**src/rtl/id_pkg.sv**
```systemverilog
// Shared decode constants and types for the ID stage and its register file.
package id_pkg;

    localparam int unsigned NREG = 32;
    localparam int unsigned DW   = 32;
    localparam int unsigned AW   = 5;

    localparam logic [5:0] OP_RTYPE = 6'h00;
    localparam logic [5:0] OP_J     = 6'h02;
    localparam logic [5:0] OP_BEQ   = 6'h04;
    localparam logic [5:0] OP_BNE   = 6'h05;
    localparam logic [5:0] OP_ADDI  = 6'h08;

    localparam logic [5:0] FN_ADD = 6'h20;
    localparam logic [5:0] FN_SUB = 6'h22;
    localparam logic [5:0] FN_AND = 6'h24;
    localparam logic [5:0] FN_OR  = 6'h25;
    localparam logic [5:0] FN_SLT = 6'h2A;

    typedef enum logic [2:0] {
        ALU_ADD = 3'd0,
        ALU_SUB = 3'd1,
        ALU_AND = 3'd2,
        ALU_OR  = 3'd3,
        ALU_SLT = 3'd4
    } alu_op_e;

    typedef enum logic [2:0] {
        BR_NONE   = 3'd0,
        BR_BRANCH = 3'd1,
        BR_JUMP   = 3'd2
    } br_ctr_e;

    typedef enum logic {
        ST_NORMAL = 1'b0,
        ST_SQUASH = 1'b1
    } id_state_e;

    // ID/EX pipeline register payload
    typedef struct packed {
        logic          valid;
        alu_op_e       alu_op;
        logic [DW-1:0] rs_data;
        logic [DW-1:0] rt_data;
        logic [AW-1:0] rd;
        logic          reg_write;
        logic          illegal;
    } de_payload_t;

    function automatic logic [DW-1:0] sext16(input logic [15:0] imm);
        return {{(DW-16){imm[15]}}, imm};
    endfunction

endpackage

```
**src/rtl/reg_file.sv**
```systemverilog
// 32-entry register file: two read ports, one write port, write-through bypass, r0 reads zero.
module reg_file
    import id_pkg::*;
(
    input  logic          clk,
    input  logic          rst,
    input  logic [AW-1:0] ra1,
    input  logic [AW-1:0] ra2,
    output logic [DW-1:0] rd1,
    output logic [DW-1:0] rd2,
    input  logic          we,
    input  logic [AW-1:0] wa,
    input  logic [DW-1:0] wd
);

    logic [DW-1:0] regs [0:NREG-1];
    logic          wr_en;

    assign wr_en = we && (wa != '0);

    always_ff @(posedge clk or negedge rst) begin
        if (!rst) begin
            for (int i = 0; i < NREG; i++) begin
                regs[i] <= '0;
            end
        end else if (wr_en) begin
            regs[wa] <= wd;
        end
    end

    // A same-cycle write wins over the stored value
    always_comb begin
        rd1 = regs[ra1];
        if (ra1 == '0) begin
            rd1 = '0;
        end else if (wr_en && (wa == ra1)) begin
            rd1 = wd;
        end
    end

    always_comb begin
        rd2 = regs[ra2];
        if (ra2 == '0) begin
            rd2 = '0;
        end else if (wr_en && (wa == ra2)) begin
            rd2 = wd;
        end
    end

endmodule

```
**src/rtl/instruction_decode.sv**
```systemverilog
// ID stage: decodes IR, reads operands, resolves beq/bne/j and squashes the wrong-path slot.
module instruction_decode
    import id_pkg::*;
(
    input  logic          clk,
    input  logic          rst,
    input  logic [DW-1:0] PC,
    input  logic [DW-1:0] IR,
    input  logic [2:0]    FD_BranchCtr,
    input  logic          WB_RegWrite,
    input  logic [AW-1:0] WB_Rd,
    input  logic [DW-1:0] WB_Data,
    output logic [2:0]    BranchCtr,
    output logic [DW-1:0] BranchAddr,
    output logic          DE_Valid,
    output logic [2:0]    DE_AluOp,
    output logic [DW-1:0] DE_RsData,
    output logic [DW-1:0] DE_RtData,
    output logic [AW-1:0] DE_Rd,
    output logic          DE_RegWrite,
    output logic          DE_Illegal
);

    id_state_e     state_q, state_nxt;
    br_ctr_e       br_ctr_q, br_ctr_nxt;
    logic [DW-1:0] br_addr_q, br_addr_nxt;
    de_payload_t   de_q, de_nxt;

    logic [5:0]    opcode, funct;
    logic [AW-1:0] rs_idx, rt_idx, rd_idx;
    logic [DW-1:0] rs_val, rt_val, imm_ext, br_target, jump_target;
    logic [4:0]    unused_shamt;

    assign opcode       = IR[31:26];
    assign rs_idx       = IR[25:21];
    assign rt_idx       = IR[20:16];
    assign rd_idx       = IR[15:11];
    assign unused_shamt = IR[10:6];
    assign funct        = IR[5:0];
    assign imm_ext      = sext16(IR[15:0]);
    assign br_target    = PC + (imm_ext << 2);
    assign jump_target  = {PC[31:28], IR[25:0], 2'b00};

    reg_file u_reg_file (
        .clk (clk),
        .rst (rst),
        .ra1 (rs_idx),
        .ra2 (rt_idx),
        .rd1 (rs_val),
        .rd2 (rt_val),
        .we  (WB_RegWrite),
        .wa  (WB_Rd),
        .wd  (WB_Data)
    );

    always_ff @(posedge clk or negedge rst) begin
        if (!rst) begin
            state_q   <= ST_NORMAL;
            br_ctr_q  <= BR_NONE;
            br_addr_q <= '0;
            de_q      <= '0;
        end else begin
            state_q   <= state_nxt;
            br_ctr_q  <= br_ctr_nxt;
            br_addr_q <= br_addr_nxt;
            de_q      <= de_nxt;
        end
    end

    // Decode, redirect resolution and squash control
    always_comb begin
        state_nxt      = state_q;
        br_ctr_nxt     = BR_NONE;
        br_addr_nxt    = br_addr_q;
        de_nxt         = '0;
        de_nxt.valid   = 1'b1;
        de_nxt.alu_op  = ALU_ADD;
        de_nxt.rs_data = rs_val;
        de_nxt.rt_data = rt_val;

        if (IR != '0) begin
            case (opcode)
                OP_RTYPE: begin
                    de_nxt.rd        = rd_idx;
                    de_nxt.reg_write = 1'b1;
                    case (funct)
                        FN_ADD:  de_nxt.alu_op = ALU_ADD;
                        FN_SUB:  de_nxt.alu_op = ALU_SUB;
                        FN_AND:  de_nxt.alu_op = ALU_AND;
                        FN_OR:   de_nxt.alu_op = ALU_OR;
                        FN_SLT:  de_nxt.alu_op = ALU_SLT;
                        default: begin
                            de_nxt.rd        = '0;
                            de_nxt.reg_write = 1'b0;
                            de_nxt.illegal   = 1'b1;
                        end
                    endcase
                end
                OP_ADDI: begin
                    de_nxt.rt_data   = imm_ext;
                    de_nxt.rd        = rt_idx;
                    de_nxt.reg_write = 1'b1;
                end
                OP_BEQ, OP_BNE: begin
                    if ((rs_val == rt_val) == (opcode == OP_BEQ)) begin
                        br_ctr_nxt  = BR_BRANCH;
                        br_addr_nxt = br_target;
                    end
                end
                OP_J: begin
                    br_ctr_nxt  = BR_JUMP;
                    br_addr_nxt = jump_target;
                end
                default: de_nxt.illegal = 1'b1;
            endcase
        end

        // The slot after a redirect is the sequential wrong-path word
        if (state_q == ST_SQUASH) begin
            de_nxt.valid     = 1'b0;
            de_nxt.reg_write = 1'b0;
            de_nxt.illegal   = 1'b0;
            br_ctr_nxt       = BR_NONE;
            br_addr_nxt      = br_addr_q;
            state_nxt        = ST_NORMAL;
        end else if (br_ctr_nxt != BR_NONE) begin
            state_nxt = ST_SQUASH;
        end
    end

    assign BranchCtr   = br_ctr_q;
    assign BranchAddr  = br_addr_q;
    assign DE_Valid    = de_q.valid;
    assign DE_AluOp    = de_q.alu_op;
    assign DE_RsData   = de_q.rs_data;
    assign DE_RtData   = de_q.rt_data;
    assign DE_Rd       = de_q.rd;
    assign DE_RegWrite = de_q.reg_write;
    assign DE_Illegal  = de_q.illegal;

    // Fetch must echo the redirect it saw one cycle earlier
    logic [2:0] prev_branch_ctr;

    always_ff @(posedge clk or negedge rst) begin
        if (!rst) begin
            prev_branch_ctr <= '0;
        end else begin
            prev_branch_ctr <= BranchCtr;
        end
    end

    fd_echo_a: assert property (@(posedge clk) disable iff (!rst) FD_BranchCtr == prev_branch_ctr);

endmodule

```
**config.mk**
```make
export PLATFORM = sky130hd
export DESIGN_NAME = instruction_decode
export DESIGN_NICKNAME = d
export VERILOG_FILES = /design/src/rtl/id_pkg.sv /design/src/rtl/reg_file.sv /design/src/rtl/instruction_decode.sv
export SDC_FILE = /design/constraint.sdc
export NUM_CORES = 2
export LEC_CHECK = 0
export CORE_MARGIN = 1
export CORE_UTILIZATION = 65
export CTS_CLUSTER_SIZE = 12
export DETAILED_ROUTE_END_ITERATION = 10
export HOLD_SLACK_MARGIN = 0.08
export PLACE_DENSITY_LB_ADDON = 0.3
export SLEW_MARGIN = 40
export SYNTH_ARGS = -nofsm -noshare
export SYNTH_HDL_FRONTEND = slang
export SYNTH_SLANG_ARGS = --single-unit
```
**constraint.sdc**
```tcl
create_clock -name clk -period 4.9 [get_ports clk]
set_input_delay 0.735 -clock clk [delete_from_list [all_inputs] [get_ports clk]]
set_output_delay 0.735 -clock clk [all_outputs]
set_load 0.005 [all_outputs]
```
==> impl_metrics.ini <==
[setup_path]
critical_path_arrival_ps = 5330
critical-path-top-delay-family = simple AND/OR/NAND/NOR gates
crit_chain = clkdlybuf4s50_1 > or3_1 > o211ai_1 > buf_4 > nor2_2 > buf_12 > nor4b_1 > nor2_1 > a221oi_2 > nor4b_4 > and4_1 > buf_4 > a31oi_4 > buf_4 > a22oi_2 > a31oi_1
worstSetupEndpointType = register
timing.critical_path.slowest_stage_cell = sky130_fd_sc_hd__nor4b_1
cp.buffers_inverters = 5
startpoint_type = input pin
cp_max_fo = 16
timing.critical_path.mode_cell = sky130_fd_sc_hd__buf_4
cp.required_ps = 5470
critical-path-max-stage-delay_ps = 660
criticalPathCategory = in2reg

[power_and_ir_drop]
comb_power_share_pct = 23.9
p_sw_share_pct = 29.08
power.share.sequential_pct = 43.7
p_int_mw = 20.18
vdd_drop_max_mv = 0.3544
p_clk_share_pct = 32.4
power-per-cell-area_nw_per_um2 = 390.2
switching_power_mw = 8.277
leakagePower_nw = 31.66

[cells_and_area]
seqCellArea_um2 = 28380
design.final.nets = 5088
fillerInstances = 5680
multi_input_comb_area_um2 = 31870
synthToLayoutAreaGrowth_pct = 16.66
final_cell_area_um2 = 72940
final_layout_size_suffix_gt1_share_pct = 44.81

[run_status]
outcome = finished clean

[timing]
timing_hold_violations_final = 0
finalMaxSlewViolations = 0
achievable-frequency_mhz = 210.1
slew_headroom_pct = 34.52
worst_slew_pin_slew_ps = 982.1
hold_ws_ps = 396.0
layout_min_cycle_time_ps = 4760
number_of_endpoints_failing_setup_at_the_final_stage = 0
final.period_utilization_pct = 97.15
skew_ps = 40.95
grt_setup_unrepaired = no

[yosys]
synthDominantCellAreaShare_pct = 45.39
syn-mean-instance-area_um2 = 13.61
synth-compound-area-share_pct = 7.771
asyncSetResetFlopFracSynth_pct = 100.0
post-synth-top-area-cell = sky130_fd_sc_hd__dfrtp_1
ys_seq_area_share_pct = 45.39
post_synth_mux_area_share_pct = 36.37
synthAdderAreaFrac_pct = 0.6124
post_synth_instance_area_um2 = 62520
simple_gate_portion_of_the_synthesized_area_pct = 5.239
yosys.cell_types.count = 89
post_synth_xor_area_fraction_pct = 0.6164
yosys-top-cells-area = sky130_fd_sc_hd__dfrtp_1 (45%), sky130_fd_sc_hd__mux4_2 (18%), sky130_fd_sc_hd__mux2_2 (17%)
synth-edff-count = 0
synth_fp_nets = 4730
yosysWarnings = 0
largest_family_of_logic_cells_by_synthesized_area = multiplexers
synth_flop_cell = sky130_fd_sc_hd__dfrtp_1
synth_cells = 4593
yosys_register_bits = 1134

[global_route]
grt_max_degree = 122
grt_antenna_before_repair = 12
first_global_vias = 49042
gr-total-overflow = 0
grt_first_pass_wirelength_um = 332400
global_route.usage.total_pct = 47.20

[floorplan]
core.rowCount = 113
die_area_um2 = 97430
die_width_um = 312.1
io_pins = 217
core_area_um2 = 95150
initial_core_util_pct = 65.71
die_height_um = 312.1

[clock_tree]
cts.clk_slew.worst_paths_ps = 60
quantity_of_gates_resized_following_cts = 0
cts_made_buffers = 120
cts_hold_repair.buffers = 1
clock_path_buffers = 3
clock_tree.htree_level_count = 3
cts_post_setup_buffers_inserted = 0
tritoncts_num_sinks = 1134
worst_skew_pair_latency_ps = 750
tritoncts = yes
clock-root-buffer = sky130_fd_sc_hd__clkbuf_16

[run]
drv.max_cap_violation_count = 0

[place]
port_buffers = 212
place.detailed.hpwl_um = 149600
postPlaceCellArea_um2 = 68870
gp_routability_congestion = 1.016

[hold_path]
hold_path_class = reg2reg

[drt]
drc_errors = 0
initialDrtViolationCount = 7205
ant_nets = 0
finalWirelength_um = 227200
drt_pass1_iterations = 7
vias_per_cell = 7.645
routedWlPerCell_um = 35.95
via_count = 48310
-- power groups by stage --
stage	Sequential, mW	Clock [mW]	Combinational (mW)
after floorplan	12.0	0	4.33
after global placement	12.3	0	6.37
after detailed placement	12.5	0	6.57
after CTS	12.3	9.20	6.64
after global routing	12.6	9.59	7.08
final	12.4	9.23	6.80
-- layout make-up --
type,instances,share of cell area [%]
antenna,13,0.04460
clock buffer,179,4.850
clock inverter,33,0.5609
inverter,39,0.2007
multi-input combinational,2935,43.69
sequential,1134,38.91
tap,1265,2.170
timing repair buffer,721,9.577
-- cell usage in the layout (no fill, tap or decap), types with 19 or more instances in the layout --
| cell | count |
|---|---|
| sky130_fd_sc_hd__and2_1 | 28 |
| sky130_fd_sc_hd__a22oi_1 | 127 |
| sky130_fd_sc_hd__clkbuf_1 | 30 |
| sky130_fd_sc_hd__clkdlybuf4s50_1 | 201 |
| sky130_fd_sc_hd__a22oi_2 | 30 |
| sky130_fd_sc_hd__a221oi_1 | 31 |
| sky130_fd_sc_hd__a31oi_1 | 50 |
| sky130_fd_sc_hd__inv_1 | 36 |
| sky130_fd_sc_hd__buf_12 | 77 |
| sky130_fd_sc_hd__mux2_2 | 949 |
| sky130_fd_sc_hd__nand3_1 | 43 |
| sky130_fd_sc_hd__nand2b_1 | 21 |
| sky130_fd_sc_hd__a211oi_1 | 23 |
| sky130_fd_sc_hd__a21oi_1 | 61 |
| sky130_fd_sc_hd__nor3_1 | 35 |
| sky130_fd_sc_hd__clkbuf_16 | 122 |
| sky130_fd_sc_hd__o211ai_1 | 19 |
| sky130_fd_sc_hd__buf_4 | 424 |
| sky130_fd_sc_hd__a22o_1 | 29 |
| sky130_fd_sc_hd__mux4_2 | 488 |
| sky130_fd_sc_hd__o22ai_1 | 60 |
| sky130_fd_sc_hd__o21ai_0 | 116 |
| sky130_fd_sc_hd__nand2_1 | 215 |
| sky130_fd_sc_hd__mux2i_1 | 106 |
| sky130_fd_sc_hd__nor2_1 | 85 |
| sky130_fd_sc_hd__dfrtp_1 | 1134 |
| sky130_fd_sc_hd__xnor2_1 | 28 |
| sky130_fd_sc_hd__ha_1 | 29 |
| sky130_fd_sc_hd__clkbuf_8 | 27 |
| sky130_fd_sc_hd__nor4_1 | 19 |
| sky130_fd_sc_hd__nor2b_1 | 20 |
-- through the flow --
stage                     total power, mW  setup slack, ps  TNS, ps  util, %  cells
after global placement              18.66           -350.6    -9479    72.28   6087
after detailed placement            19.03           -375.7   -10750    72.37   6090
after global routing                29.25            88.76        0    76.62   6306
final                               28.46            139.8        0    76.65   6319
after floorplan                     16.35            694.1        0        -   4593
after CTS                           28.17            362.5        0    76.53   6303
-- kinds of logic (layout without fill, tap and decap cells) --
group           after synthesis  count (layout)
buf+inv                     524             972
simple gates                642             642
other cells                   1              14
flops                      1134            1134
xor+xnor                     44              44
mux                        1543            1543
compound gates              675             675
fa+ha+maj                    30              30
-- final timing paths --
check	start	end	slack, ps	cells past startpoint
worst max-delay path	WB_Rd[2]	BranchAddr[17]$_DFFE_PN0P_	140	16
worst min-delay path	u_reg_file.regs[1009]$_DFFE_PN0P_	u_reg_file.regs[1009]$_DFFE_PN0P_	400	0
worst max register to register	u_reg_file.regs[273]$_DFFE_PN0P_	BranchAddr[17]$_DFFE_PN0P_	630	15
worst min register to register	u_reg_file.regs[1009]$_DFFE_PN0P_	u_reg_file.regs[1009]$_DFFE_PN0P_	400	0
max in group asynchronous	rst	DE_RtData[22]$_DFF_PN0_	3030	4
min in group asynchronous	rst	u_reg_file.regs[866]$_DFFE_PN0P_	550	2
-- cells in the mapped netlist (30+ instances only) --
cell type / count
sky130_fd_sc_hd__dfrtp_1: 1134
sky130_fd_sc_hd__mux2_2: 949
sky130_fd_sc_hd__mux4_2: 488
sky130_fd_sc_hd__clkbuf_1: 310
sky130_fd_sc_hd__nand2_1: 231
sky130_fd_sc_hd__a22oi_1: 127
sky130_fd_sc_hd__o21ai_0: 117
sky130_fd_sc_hd__mux2i_1: 106
sky130_fd_sc_hd__nor2_1: 103
sky130_fd_sc_hd__buf_2: 74
sky130_fd_sc_hd__a21oi_1: 61
sky130_fd_sc_hd__o22ai_1: 60
sky130_fd_sc_hd__a31oi_1: 52
sky130_fd_sc_hd__nand3_1: 43
sky130_fd_sc_hd__inv_1: 37
sky130_fd_sc_hd__nor3_1: 37
sky130_fd_sc_hd__buf_4: 34
sky130_fd_sc_hd__a221oi_1: 31
sky130_fd_sc_hd__buf_6: 31
sky130_fd_sc_hd__a22oi_2: 30
-- registers in the layout, indices dropped and copies added, names as in the netlist --
signal and count:
DE_Rd 5, BranchAddr 32, state_q 1, BranchCtr 2, DE_RtData 32, DE_RegWrite 1
DE_Illegal 1, DE_Valid 1, u_reg_file.regs 1024, DE_RsData 32, DE_AluOp 3
-- metal layers --
layer / track usage [%] / vias to the layer above / wire length, um
met5: 0 / - / 126
met4: 35.74 / 12 / 20670
met3: 17.03 / 1218 / 32110
met2: 68.27 / 4216 / 98820
met1: 58.44 / 24448 / 75440
li1: - / 18416 / -
Power figures use the tool's default switching activity.
